`config.mk`:
```
export PLATFORM = sky130hd
export DESIGN_NAME = sig_rom_prefetch
export DESIGN_NICKNAME = d
export VERILOG_FILES = /design/src/rtl/sig_rom_prefetch.sv
export SDC_FILE = /design/constraint.sdc
export NUM_CORES = 1
export LEC_CHECK = 0
export CAP_MARGIN = 20
export CORE_MARGIN = 5
export CORE_UTILIZATION = 45
export CTS_CLUSTER_DIAMETER = 100
export DETAILED_ROUTE_END_ITERATION = 6
export MAX_ROUTING_LAYER = met4
export PLACE_DENSITY = 0.73
export SLEW_MARGIN = 20
export SYNTH_ARGS = -nofsm -noshare
export SYNTH_HDL_FRONTEND = slang
export SYNTH_SLANG_ARGS = --single-unit
```
`constraint.sdc`:
```
create_clock -name clk_i -period 5.6 [get_ports clk_i]
set_input_delay 0.56 -clock clk_i [delete_from_list [all_inputs] [get_ports clk_i]]
set_output_delay 0.56 -clock clk_i [all_outputs]
set_load 0.005 [all_outputs]
```
`src/rtl/sig_rom_prefetch.sv`:
```
// Signal-ROM prefetcher: streams a run of ROM words into a show-ahead FIFO.
// Optional abort input enabled by defining SIG_PREFETCH_ABORT_EN.
module sig_rom_prefetch #(
  parameter int ROM_SIG_WIDTH   = 100,
  parameter int SIG_ADDRS_WIDTH = 10,
  parameter int FIFO_DEPTH      = 4
) (
  input  logic                       clk_i,
  input  logic                       general_rst_i,
  input  logic                       start_i,
  input  logic [SIG_ADDRS_WIDTH-1:0] base_addrs_i,
  input  logic [SIG_ADDRS_WIDTH-1:0] num_words_i,
  output logic                       rd_rom_signals_ld_o,
  output logic [SIG_ADDRS_WIDTH-1:0] addrs_rom_signal_o,
  input  logic [ROM_SIG_WIDTH-1:0]   rom_signals_data_i,
  output logic [ROM_SIG_WIDTH-1:0]   sig_data_o,
  output logic                       sig_valid_o,
  input  logic                       sig_ready_i,
  output logic                       busy_o,
  output logic                       done_o
`ifdef SIG_PREFETCH_ABORT_EN
  ,
  input  logic                       abort_i
`endif
);

  localparam int AW = (FIFO_DEPTH > 1) ? $clog2(FIFO_DEPTH) : 1;
  localparam int CW = AW + 1;
  localparam int SW = SIG_ADDRS_WIDTH;

  typedef enum logic [1:0] {
    S_IDLE,
    S_FETCH,
    S_DRAIN
  } state_t;

  state_t                   r_state;
  state_t                   w_next;
  logic [SW-1:0]            r_addr;
  logic [SW-1:0]            r_remain;
  logic [SW-1:0]            r_pending;
  logic                     r_inflight;
  logic                     r_done;
  logic [ROM_SIG_WIDTH-1:0] r_mem [FIFO_DEPTH];
  logic [AW-1:0]            r_wptr;
  logic [AW-1:0]            r_rptr;
  logic [CW-1:0]            r_count;

  logic                     w_abort;
  logic                     w_start;
  logic                     w_start_run;
  logic                     w_start_empty;
  logic [CW:0]              w_occ;
  logic                     w_rd;
  logic                     w_push;
  logic                     w_pop;
  logic                     w_last_pop;

`ifdef SIG_PREFETCH_ABORT_EN
  assign w_abort = abort_i & (r_state != S_IDLE);
`else
  assign w_abort = 1'b0;
`endif

  assign w_start       = start_i & (r_state == S_IDLE);
  assign w_start_run   = w_start & (num_words_i != '0);
  assign w_start_empty = w_start & (num_words_i == '0);

  // Credit: buffered words plus the outstanding read must leave room.
  assign w_occ = {1'b0, r_count} + {{CW{1'b0}}, r_inflight};

  assign w_rd = (r_state == S_FETCH) & (r_remain != '0) &
                (w_occ < (CW + 1)'(FIFO_DEPTH)) & ~w_abort;

  assign w_push     = r_inflight;
  assign w_pop      = (r_count != '0) & sig_ready_i;
  assign w_last_pop = w_pop & (r_state == S_DRAIN) &
                      (r_pending == SW'(1));

  assign rd_rom_signals_ld_o = w_rd;
  assign addrs_rom_signal_o  = r_addr;
  assign sig_valid_o         = (r_count != '0);
  assign sig_data_o          = sig_valid_o ? r_mem[r_rptr] : '0;
  assign busy_o              = (r_state != S_IDLE);
  assign done_o              = r_done;

  // State register.
  always_ff @(posedge clk_i or posedge general_rst_i) begin
    if (general_rst_i) r_state <= S_IDLE;
    else               r_state <= w_next;
  end

  // Next-state decode; abort overrides every transition.
  always_comb begin
    w_next = r_state;
    case (r_state)
      S_IDLE:  if (w_start_run) w_next = S_FETCH;
      S_FETCH: if (w_rd && r_remain == SW'(1)) w_next = S_DRAIN;
      S_DRAIN: if (w_last_pop) w_next = S_IDLE;
      default: w_next = S_IDLE;
    endcase
    if (w_abort) w_next = S_IDLE;
  end

  // Run counters, address generator, read tracking and done pulse.
  always_ff @(posedge clk_i or posedge general_rst_i) begin
    if (general_rst_i) begin
      r_addr     <= '0;
      r_remain   <= '0;
      r_pending  <= '0;
      r_inflight <= 1'b0;
      r_done     <= 1'b0;
    end else begin
      r_done     <= w_start_empty | (w_last_pop & ~w_abort);
      r_inflight <= w_rd;
      if (w_start) begin
        r_addr    <= base_addrs_i;
        r_remain  <= num_words_i;
        r_pending <= num_words_i;
      end else begin
        if (w_rd) begin
          r_addr   <= r_addr + SW'(1);
          r_remain <= r_remain - SW'(1);
        end
        if (w_pop) r_pending <= r_pending - SW'(1);
      end
    end
  end

  // FIFO pointers and occupancy.
  always_ff @(posedge clk_i or posedge general_rst_i) begin
    if (general_rst_i) begin
      r_wptr  <= '0;
      r_rptr  <= '0;
      r_count <= '0;
    end else if (w_abort) begin
      r_wptr  <= '0;
      r_rptr  <= '0;
      r_count <= '0;
    end else begin
      if (w_push) r_wptr <= r_wptr + AW'(1);
      if (w_pop)  r_rptr <= r_rptr + AW'(1);
      case ({w_push, w_pop})
        2'b10:   r_count <= r_count + CW'(1);
        2'b01:   r_count <= r_count - CW'(1);
        default: r_count <= r_count;
      endcase
    end
  end

  // FIFO storage; returned ROM data lands at the tail.
  always_ff @(posedge clk_i) begin
    if (w_push && !w_abort) r_mem[r_wptr] <= rom_signals_data_i;
  end

endmodule

```
==> results of run 1 <==
[critical path: cells and delay by family, from the launching register on]
family | cells | cell delay [ps]
flops | 1 | 1010
buf+inv | 2 | 890
mux | 1 | 570
simple gates | 1 | 180
[per-layer routing]
metal | GRT usage (%) | vias up | part of all wire (%)
li1 | - | 4044 | -
met3 | 4.421 | 44 | 7.7
met1 | 23.37 | 4629 | 42
met5 | - | - | 0
met2 | 28.32 | 261 | 49
met4 | 3.683 | 0 | 1.5
[layout make-up]
cell class / instances / area (µm²) / area share (%)
Antenna cell: 6 / 15.01 / 0.06886
Clock buffer: 60 / 1204 / 5.520
Clock inverter: 22 / 220.2 / 1.010
Inverter: 17 / 63.81 / 0.2926
Multi-Input combinational cell: 389 / 4129 / 18.94
Sequential cell: 441 / 13050 / 59.83
Tap cell: 518 / 648.1 / 2.972
Timing Repair Buffer: 248 / 2480 / 11.37
[power groups by stage]
stage / clock network, mW / registers [mW] / logic, mW
after global placement: 0 / 5.03 / 4.39
after detailed placement: 0 / 5.08 / 4.43
after floorplan: 0 / 4.86 / 2.49
final: 2.88 / 5.01 / 4.32
after global routing: 3.11 / 5.11 / 4.69
after CTS: 2.97 / 5.02 / 4.44
[worst max-delay path by stage]
| stage | startpoint | slack [ps] | to |
|---|---|---|---|
| global route | r_rptr[0] | 1470 | sig_data_o[0] |
| detailed placement | r_rptr[0] | 2250 | sig_data_o[79] |
| finish | r_rptr[0] | 1750 | sig_data_o[3] |
| CTS | r_rptr[0] | 1620 | sig_data_o[79] |
| floorplan | r_wptr[0] | 2200 | r_mem[2][0] |
| global placement | r_rptr[0] | 2260 | sig_data_o[0] |
[cell families after synthesis]
kind of cell | share of synthesized area (%)
compound gates | 1.847
xor+xnor | 0.9057
fa+ha+maj | 0.9057
buf+inv | 1.445
flops | 74.90
mux | 12.94
simple gates | 7.059
[cell usage after synthesis (10+ instances only)]
master,instances,area [µm²]
inv_1,16,60.06
clkbuf_1,22,82.58
nand3_1,11,55.05
mux4_2,100,2252
buf_2,13,65.06
dfrtp_1,41,1026
o21ai_0,20,100.1
edfxtp_1,400,12010
and2_1,107,669.4
nor2_1,10,37.54
nand2_1,38,142.6
ha_1,11,137.6
[registers in the layout (all words and copies together), names as in the netlist]
register            cells
r_state                 2
done_o                  1
r_remain               10
r_inflight              1
r_pending              10
r_rptr                  2
r_wptr                  2
r_count                 3
addrs_rom_signal_o     10
r_mem                 400
[stage by stage]
stage                     setup WS (ps)  std cells  hold slack (ps)  utilization [%]
after floorplan                    2204        888            482.6                -
after global placement             2263       1613            505.0            52.94
after detailed placement           2249       1613            515.1            52.94
after CTS                          1617       1695            425.5            56.65
after global routing               1472       1700            461.1            56.68
final                              1745       1701            437.3            56.68
[placed cells by master, fill, tap and decap left out, types with 4 or more instances in the layout]
cell               n
inv_1             16
and2_1           103
ha_1              11
diode_2            6
a21oi_1            7
buf_4              9
o211ai_1           9
nor2_1            10
edfxtp_1         400
and2_4             4
nor3_1             9
clkdlybuf4s50_1  237
clkinv_1          11
dfrtp_1           39
nand2_1           38
and3_1             4
o21ai_0           20
nand3_1           11
mux4_2           100
xor2_1             9
clkbuf_16         46
xnor2_1            9
clkbuf_1          14
==> results.json, run 1 <==
{
  "status": "completed",
  "p_sw_mw": 3.544,
  "slew_headroom_pct": 33.80,
  "crit_path_end_kind": "primary output",
  "critPathMaxFanout": 43,
  "io_buffers": 237,
  "p_comb_share_pct": 35.4,
  "synth_ff_type": "edfxtp_1",
  "grt_use_total_pct": 17.67,
  "layout_min_cycle_time_ps": 3855,
  "via_per_inst": 5.278,
  "hold_buffers": 0,
  "ant_nets": 0,
  "synth_enable_flop_cells": 400,
  "post-cts-setup-buffers": 0,
  "drt_iter0_markers": 492,
  "hold_class": "primary input to async pin",
  "reg2reg_from": "r_wptr[1]",
  "ioPinCount": 238,
  "cts.sinks": 441,
  "rows": 72,
  "p_per_area_nw_per_um2": 559.8,
  "fp.dieArea_um2": 42710,
  "area_growth_pct": 25.27,
  "grt-ovfl-total": 0,
  "firstDrtPassIters": 5,
  "finClkSkew_ps": 17.23,
  "r2r-end": "r_mem[1][23]",
  "vias": 8978,
  "vdd.ir_drop.worst_mv": 0.3056,
  "max_cap_viol_count": 0,
  "htree_num_levels": 2,
  "p_int_mw": 8.663,
  "die_x_um": 206.7,
  "setup_viol": 0,
  "wl_per_cell_um": 21.44,
  "worstPathRequired_ps": 5040,
  "drc": 0,
  "syn-cell-area_um2": 17410,
  "clock_path_buffers": 3,
  "grt_pass1_vias": 9542,
  "placed_cell_area_um2": 20370,
  "coreArea_um2": 38470,
  "gp_congestion": 0.8335,
  "async_reset_ff_share_pct": 9.297,
  "grt_max_degree": 74,
  "fin_crit_sh_pct": 68.83,
  "clkTransAtPathRegs_ps": 60,
  "die_h_um": 206.7,
  "power_leakage_nw": 7.215,
  "clock_latency_ps": 580,
  "postCtsResizedCells": 0,
  "crit_slowest_cell": "dfrtp_4",
  "drive_above_1_share_pct": 15.97,
  "dp_hpwl_um": 21780,
  "timing.critical_path.from_type": "flop",
  "grt_pass1_wl_um": 55550,
  "synthCells": 888,
  "ys_seq_area_share_pct": 74.90,
  "criticalPathCategory": "flop to primary output",
  "rrSetupSlack_ps": 3110,
  "cts_buffers": 46,
  "final_area_um2": 21800,
  "ys_ff_latch": 441,
  "cts-root-buf": "clkbuf_16",
  "fin_tns_setup_ps": 0,
  "synth_cell_type_count": 51,
  "start_util_pct": 45.25,
  "p_seq_share_pct": 41.0,
  "worstMarginPinSlew_ps": 992.9,
  "detail_route.wirelength_um": 36470,
  "path_cells": "buf_4 -> mux4_2 -> and2_1 -> clkdlybuf4s50_1",
  "antenna_found_initial": 5,
  "timing.fmax_mhz": 259.4,
  "cts_tree": "built",
  "rsz0062_at_grt": "no",
  "cp_slowest_stage_delay_ps": 1010,
  "fillCellCount": 2884,
  "fin_nets": 1279,
  "power.share.switching_pct": 29.03,
  "hold_viol": 0,
  "p_total_mw": 12.21,
  "crit_arrival_ps": 3290,
  "pwr-share-clk_pct": 23.6,
  "drv_slew": 0,
  "synth_warnings": 0,
  "syn_avg_cell_area_um2": 19.60,
  "synth_nets": 1024,
  "rr_worst_depth": 4
}
Power figures use the tool's default switching activity.
==> run 2: changes to the inputs <==
==> constraint.sdc (replaced) <==
create_clock -name clk_i -period 3.65 [get_ports clk_i]
set_input_delay 0.365 -clock clk_i [delete_from_list [all_inputs] [get_ports clk_i]]
set_output_delay 0.365 -clock clk_i [all_outputs]
set_load 0.005 [all_outputs]
==> run 2 against run 1 <==
Total power up 54%. Die area unchanged. Core utilization up 0.31 points. Critical path depth unchanged. Largest power group unchanged.
==> results.json, run 2 (same netlist as run 1, synthesis figures left out) <==
{
  "gp_congestion": 0.8130,
  "postCtsResizedCells": 0,
  "finClkSkew_ps": 12.93,
  "crit_slowest_cell": "dfrtp_4",
  "timing.critical_path.from_type": "flop",
  "grt_pass1_vias": 9440,
  "grt_max_degree": 66,
  "die_h_um": 206.7,
  "drc": 0,
  "power_leakage_nw": 7.259,
  "antenna_found_initial": 4,
  "top_register": "r_mem",
  "slew_headroom_pct": 37.61,
  "layout_min_cycle_time_ps": 3167,
  "vdd.ir_drop.worst_mv": 0.4218,
  "hold_class": "primary input to async pin",
  "timing.fmax_mhz": 315.7,
  "path_cells": "buf_4 -> mux4_2 -> and2_1 -> clkdlybuf4s50_1",
  "max_cap_viol_count": 0,
  "cts_buffers": 44,
  "grt_use_total_pct": 17.29,
  "criticalPathCategory": "flop to primary output",
  "fin_nets": 1282,
  "cts_tree": "built",
  "ioPinCount": 238,
  "status": "completed",
  "setup_viol": 0,
  "crit_arrival_ps": 2800,
  "clock_path_buffers": 3,
  "rrSetupSlack_ps": 1240,
  "largest_reg_flops": 400,
  "detail_route.wirelength_um": 35930,
  "rr_worst_depth": 6,
  "drt_iter0_markers": 557,
  "rows": 72,
  "io_buffers": 237,
  "coreArea_um2": 38470,
  "clock_latency_ps": 540,
  "post-cts-setup-buffers": 0,
  "grt-ovfl-total": 0,
  "drv_slew": 0,
  "ant_nets": 0,
  "wl_per_cell_um": 21.12,
  "grt_pass1_wl_um": 54860,
  "drive_above_1_share_pct": 16.60,
  "dp_hpwl_um": 22530,
  "reg2reg_from": "r_count[1]",
  "worstPathRequired_ps": 3280,
  "cts.sinks": 441,
  "area_growth_pct": 25.94,
  "crit_path_end_kind": "primary output",
  "cts-root-buf": "clkbuf_16",
  "firstDrtPassIters": 4,
  "clkTransAtPathRegs_ps": 60,
  "final_cell_mix": "edfxtp_1 (400), clkdlybuf4s50_1 (237), and2_1 (103), mux4_2 (100), clkbuf_16 (44)",
  "worstMarginPinSlew_ps": 935.8,
  "via_per_inst": 5.274,
  "hold_viol": 0,
  "fp.dieArea_um2": 42710,
  "die_x_um": 206.7,
  "r2r-end": "r_count[1]",
  "rsz0062_at_grt": "no",
  "htree_num_levels": 2,
  "critPathMaxFanout": 15,
  "fin_tns_setup_ps": 0,
  "final_common_cell": "edfxtp_1",
  "p_total_mw": 18.84,
  "start_util_pct": 45.25,
  "hold_buffers": 0,
  "cp_slowest_stage_delay_ps": 650,
  "p_per_area_nw_per_um2": 859.5,
  "fin_crit_sh_pct": 86.78,
  "vias": 8971
}
[run 2: worst max-delay path, delay by kind of cell, from the launching register on]
kind	cells	cell delay (ps)
and+or+nand+nor	1	180
DFF	1	650
muxes	1	550
buffers and inverters	2	870
[run 2: how the worst max path moves through the flow]
stage,startpoint,endpoint,slack (ps),depth (start not counted)
2_1_floorplan,r_wptr[0],r_mem[2][0],250,3
3_3_place_gp,r_count[1],sig_data_o[41],790,4
3_5_place_dp,r_rptr[0],sig_data_o[12],1000,4
4_1_cts,r_rptr[0],sig_data_o[22],400,4
5_1_grt,r_rptr[0],sig_data_o[22],340,4
6_report,r_rptr[0],sig_data_o[22],480,4
[run 2: final cells by class]
class | instances | area, µm²
well taps | 518 | 648.1
repair buffers | 253 | 2605
fillers | 2888 | 16540
diodes | 8 | 20.02
clock buffers | 57 | 1150
clock inverters | 18 | 257.7
inverters | 17 | 63.81
multi-input cells | 389 | 4133
flip-flops and latches | 441 | 13050
[run 2: layer usage]
metal / wire length [µm] / vias up / global-route usage, %
li1: - / 4046 / -
met1: 15160 / 4633 / 23.67
met2: 17700 / 242 / 27.38
met3: 2523 / 50 / 3.578
met4: 541 / 0 / 3.636
met5: 0 / - / -
[run 2: where the power goes]
| group | total, mW | switching, mW | leakage (nW) | internal [mW] |
|---|---|---|---|---|
| sequential | 7.55 | 0.605 | 4.17 | 6.95 |
| clock | 4.41 | 1.77 | 0.683 | 2.65 |
| combinational | 6.87 | 2.98 | 2.41 | 3.89 |
[run 2: through the flow]
step	cells	hold slack [ps]	worst slack [ps]	area (µm²)	utilization (%)
3_5_place_dp	1618	518.4	1003	20490	53.28
3_3_place_gp	1618	515.6	789.0	20490	53.27
2_1_floorplan	888	463.9	253.7	17410	-
4_1_cts	1693	356.2	400.7	21900	56.94
5_1_grt	1697	395.0	335.2	21910	56.96
6_report	1701	330.7	482.6	21920	56.99
==> run 3: changes to the inputs <==
--- a/config.mk
+++ b/config.mk
@@ -5,14 +5,16 @@
 export SDC_FILE = /design/constraint.sdc
 export NUM_CORES = 1
 export LEC_CHECK = 0
-export CAP_MARGIN = 20
+export CAP_MARGIN = 5
 export CORE_MARGIN = 5
 export CORE_UTILIZATION = 45
 export CTS_CLUSTER_DIAMETER = 100
 export DETAILED_ROUTE_END_ITERATION = 6
 export MAX_ROUTING_LAYER = met4
 export PLACE_DENSITY = 0.73
+export SKIP_LAST_GASP = 1
 export SLEW_MARGIN = 20
 export SYNTH_ARGS = -nofsm -noshare
 export SYNTH_HDL_FRONTEND = slang
 export SYNTH_SLANG_ARGS = --single-unit
+export TNS_END_PERCENT = 5
==> results of run 3 <==
No change in the layout: final DEF, timing and power equal those of run 2.
